$ cat src/rtl/jogador_automatico.sv
// rtl/jogador_automatico.sv - auto-player replaying a stored button sequence round by round
// Optional wrong-play injection is compiled in by defining JOGADOR_ERRO_EN.
module jogador_automatico #(
  parameter int NBOTOES  = 4,
  parameter int NRODADAS = 16,
  parameter logic [NBOTOES*NRODADAS-1:0] SEQ = 64'h4188_4422_1124_8421,
  parameter int T_PAUSA  = 5,
  parameter int T_PRESS  = 5,
  parameter int T_SOLTA  = 5,
  localparam int RW = $clog2(NRODADAS+1)
) (
  input  logic               clock,
  input  logic               reset,
  input  logic               iniciar,
  input  logic               pausa,
  input  logic [RW-1:0]      rodadas_max,
  input  logic [RW-1:0]      erro_rodada,
  output logic [NBOTOES-1:0] chaves,
  output logic [RW-1:0]      rodada,
  output logic [RW-1:0]      jogada,
  output logic               ocupado,
  output logic               fim,
  output logic               erro_injetado
);

  localparam int TP   = (T_PAUSA < 1) ? 1 : T_PAUSA;
  localparam int TPR  = (T_PRESS < 1) ? 1 : T_PRESS;
  localparam int TS   = (T_SOLTA < 1) ? 1 : T_SOLTA;
  localparam int TM1  = (TP > TPR) ? TP : TPR;
  localparam int TMAX = (TM1 > TS) ? TM1 : TS;
  localparam int TW   = $clog2(TMAX+1);

  typedef enum logic [2:0] {OCIOSO, ESPERA, PRESSIONA, SOLTA, FIM} estado_t;

  estado_t           estado, estado_n;
  logic [TW-1:0]     timer, timer_n;
  logic [RW-1:0]     rodada_n, jogada_n, max_r, max_r_n, max_cap;
  logic              inj_n;
  logic              injetar;
  logic [NBOTOES-1:0] entrada;

  always_comb begin
    max_cap = rodadas_max;
    if (rodadas_max == '0 || rodadas_max > RW'(NRODADAS))
      max_cap = RW'(NRODADAS);
  end

`ifdef JOGADOR_ERRO_EN
  logic [RW-1:0] erro_r;

  always_ff @(posedge clock or negedge reset) begin
    if (!reset)
      erro_r <= '0;
    else if (iniciar)
      erro_r <= erro_rodada;
  end

  // Corrupt only the last play of the selected round
  assign injetar = (erro_r != '0) && (rodada == erro_r) && (jogada == rodada - RW'(1));
`else
  logic unused_erro;
  assign unused_erro = ^erro_rodada;
  assign injetar     = 1'b0;
`endif

  assign entrada = SEQ[jogada*NBOTOES +: NBOTOES];

  always_comb begin
    chaves = '0;
    if (estado == PRESSIONA)
      chaves = injetar ? {entrada[NBOTOES-2:0], entrada[NBOTOES-1]} : entrada;
  end

  assign ocupado = (estado == ESPERA) || (estado == PRESSIONA) || (estado == SOLTA);
  assign fim     = (estado == FIM);

  always_ff @(posedge clock or negedge reset) begin
    if (!reset) begin
      estado        <= OCIOSO;
      timer         <= '0;
      rodada        <= '0;
      jogada        <= '0;
      max_r         <= '0;
      erro_injetado <= 1'b0;
    end else begin
      estado        <= estado_n;
      timer         <= timer_n;
      rodada        <= rodada_n;
      jogada        <= jogada_n;
      max_r         <= max_r_n;
      erro_injetado <= inj_n;
    end
  end

  always_comb begin
    estado_n = estado;
    timer_n  = timer;
    rodada_n = rodada;
    jogada_n = jogada;
    max_r_n  = max_r;
    inj_n    = erro_injetado;
    // iniciar wins over pausa and over every state
    if (iniciar) begin
      estado_n = ESPERA;
      timer_n  = '0;
      rodada_n = RW'(1);
      jogada_n = '0;
      max_r_n  = max_cap;
      inj_n    = 1'b0;
    end else if (!pausa) begin
      case (estado)
        ESPERA: begin
          if (timer == TW'(TP-1)) begin
            timer_n  = '0;
            estado_n = PRESSIONA;
          end else begin
            timer_n = timer + TW'(1);
          end
        end
        PRESSIONA: begin
          if (timer == TW'(TPR-1)) begin
            timer_n  = '0;
            estado_n = SOLTA;
          end else begin
            timer_n = timer + TW'(1);
          end
        end
        SOLTA: begin
          if (timer == TW'(TS-1)) begin
            timer_n = '0;
            if (injetar) begin
              estado_n = FIM;
              inj_n    = 1'b1;
            end else if (jogada != rodada - RW'(1)) begin
              jogada_n = jogada + RW'(1);
              estado_n = PRESSIONA;
            end else if (rodada != max_r) begin
              rodada_n = rodada + RW'(1);
              jogada_n = '0;
              estado_n = ESPERA;
            end else begin
              estado_n = FIM;
            end
          end else begin
            timer_n = timer + TW'(1);
          end
        end
        default: ;
      endcase
    end
  end

endmodule

$ cat config.mk
export PLATFORM = sky130hd
export DESIGN_NAME = jogador_automatico
export DESIGN_NICKNAME = d
export VERILOG_FILES = /design/src/rtl/jogador_automatico.sv
export SDC_FILE = /design/constraint.sdc
export NUM_CORES = 1
export LEC_CHECK = 0
export ABC_AREA = 1
export CORE_UTILIZATION = 25
export CTS_CLUSTER_SIZE = 40
export DETAILED_ROUTE_END_ITERATION = 8
export HOLD_SLACK_MARGIN = 0.06
export SYNTH_ARGS = -nofsm -noshare
export SYNTH_HDL_FRONTEND = slang
export SYNTH_SLANG_ARGS = --single-unit
export TNS_END_PERCENT = 1
$ cat constraint.sdc
create_clock -name clock -period 1.8 [get_ports clock]
set_clock_uncertainty 0.05 [all_clocks]
set_input_delay 0.18 -clock clock [delete_from_list [all_inputs] [get_ports clock]]
set_output_delay 0.18 -clock clock [all_outputs]
set_load 0.05 [all_outputs]
==> impl_metrics.ini <==
[final_layout]
drive_above_1_share_pct = 27.1
layout_common_cells = nand2_1 (60), buf_4 (30), nor2_1 (26), inv_1 (25), nand3_1 (24)
area_delta_synth_final_pct = 36.5
fill_cells = 649
antenna_cells = 0
layout_commonest_cell = nand2_1
multi_input_area_mm2 = 0.00102
nNetsFinal = 302
seq_area_um2 = 532

[floorplan]
rows = 29
core_area_mm2 = 0.00635
ios = 31
die_x_um = 82.9
die_area_mm2 = 0.00687
die_h_um = 82.9
start_util_pct = 25.8

[global_route]
grt_pass1_vias = 1571
grt_overflow = 0
antenna_found_initial = 0
grt_pass1_wl_mm = 7.02
grt_use_total_pct = 12.2
grt_max_degree = 22

[power_and_ir_drop]
leakagePower_nw = 1.08
powerDensity_mw_per_mm2 = 558
peakVddDrop_v = 0.000322

[routing]
drtPass1Iterations = 5
ant_nets = 0
vias_per_cell = 4.64
wl_met3_um = 140
num_vias = 1642
drt_wl_total_mm = 4.04
wl_met2_mm = 1.92
wl_per_cell_um = 11.4
drc = 0
drt_iter0_drc = 99
met1_length_mm = 1.95
top_layer = met4

[outcome]
status = completed

[timing]
slew_viol_final = 0
setup-violations-final = 0
period_minus_slack_ns = 1.77
rsz0062_at_grt = true
fin_crit_sh_pct = 98.1
finalHoldViolations = 0
fmax_ghz = 0.566
hold-worst-slack_ns = 0.206
setup_tns_ns = 0

[logic_synthesis]
syn_avg_cell_area_um2 = 6.87
synth-async-reset-ratio_pct = 100
yosysUniqueCellTypes = 30
syn-cell-area_mm2 = 0.00164
yosys_warnings = 0
synth_top_flop_cell = dfrtp_1
ys_seq_area_share_pct = 32.1
synth-edff-count = 0
synthCells = 238
syn_nets = 262
synth_seq_cells = 21

[worst_setup_path]
critPathBufInv = 1
critPathSlowestCell = dfrtp_2
critical-path-top-delay-family = flip-flops
crit_path_start_kind = register
crit_path_cell_trace = ha_2 -> ha_1 -> nor2_1 -> a211oi_4 -> buf_12
end_kind = output port
worst_r2r_path_depth = 13
critical_path_class = register to output port
worstPathArrival_ns = 1.54
cp.required_ns = 1.57
critPathMaxStageDelay_ns = 0.43
worst-path-stages = 5
cp_max_fo = 6

[cts]
cts_buffers = 3
insertion_delay_ns = 0.26
cts_sinks = 21
cts_tree = yes
postCtsHoldBufs = 0
clk_pin_slew_worst_paths_ns = 0.08
h-tree-depth = 1
cts_buffer_depth = 2
clockRootBuffer = clkbuf_8

[place]
hpwl_mm = 3.06
place_congestion = 0.820
portBuffers = 24

[worst_hold_path]
hp-class = input port to asynchronous set/reset pin

[flow_run]
drv_cap = 0
-- metal layers --
| metal | global-route usage [%] | up-vias |
|---|---|---|
| met4 | 2.98 | 0 |
| li1 | - | 831 |
| met2 | 21.3 | 34 |
| met1 | 15.8 | 771 |
| met3 | 1.59 | 6 |
| met5 | 0 | - |
-- synthesized netlist by cell type, types with 4 or more instances --
cell / count / area (um^2)
nor2_1: 29 / 109
xor2_1: 4 / 35.0
dfrtp_1: 21 / 526
buf_4: 4 / 30.0
ha_1: 10 / 125
nor3_1: 4 / 20.0
nand4_1: 5 / 31.3
nand3_1: 24 / 120
o21ai_0: 11 / 55.1
nand2_1: 65 / 244
inv_1: 29 / 109
-- sequential cells by signal (all words and copies together), names as in the netlist --
name	count
max_r	5
timer	3
jogada	5
rodada	5
estado	3
-- worst paths after layout --
kind / start / endpoint / slack, ns
max: jogada[1] / chaves[3] / 0.03
min: reset / timer[2] / 0.21
max reg2reg: rodada[0] / rodada[1] / 0.05
min reg2reg: max_r[4] / max_r[4] / 0.48
max in group asynchronous: reset / rodada[1] / 1.25
min in group clock: rodadas_max[1] / max_r[1] / 0.47
-- final cells by class --
class | count | share of cell area (%)
clock buffers | 4 | 2.02
inverters | 32 | 5.38
multi-input cells | 176 | 45.8
flip-flops and latches | 21 | 23.8
well taps | 77 | 4.32
repair buffers | 44 | 18.7
-- where the power goes --
| part | internal [mW] | switching, mW |
|---|---|---|
| logic | 0.162 | 0.236 |
| clock network | 0.158 | 0.165 |
| registers | 0.501 | 0.0252 |
| total | 0.820 | 0.426 |
-- stage by stage --
step	utilization, %	instances	area (um^2)	power [mW]	worst slack (ns)
global route	35.2	354	2230	1.32	-0.0937
floorplan	-	238	1670	0.766	-0.104
detailed placement	32.8	344	2080	0.877	-0.0171
finish	35.2	354	2230	1.25	0.0343
CTS	33.9	350	2150	1.20	0.0189
global placement	32.8	344	2080	0.870	0.0228
-- timing repair --
item	4_1_cts	5_1_grt
endpoints found under the setup margin	4	16
setup buffers	2	4
gates resized for setup	5	14
pin swaps	1	11
-- cells by family after synthesis --
group / count (synthesis) / share of synthesized area [%]
other: 1 / 0.229
xor gates and xnor gates: 6 / 3.21
DFF: 21 / 32.1
and+or+nand+nor: 139 / 38.6
adders and majority gates: 10 / 7.65
AOI/OAI and AO/OA: 20 / 7.65
buffers and inverters: 41 / 10.5
No activity file was read; power rests on OpenSTA's default activity.
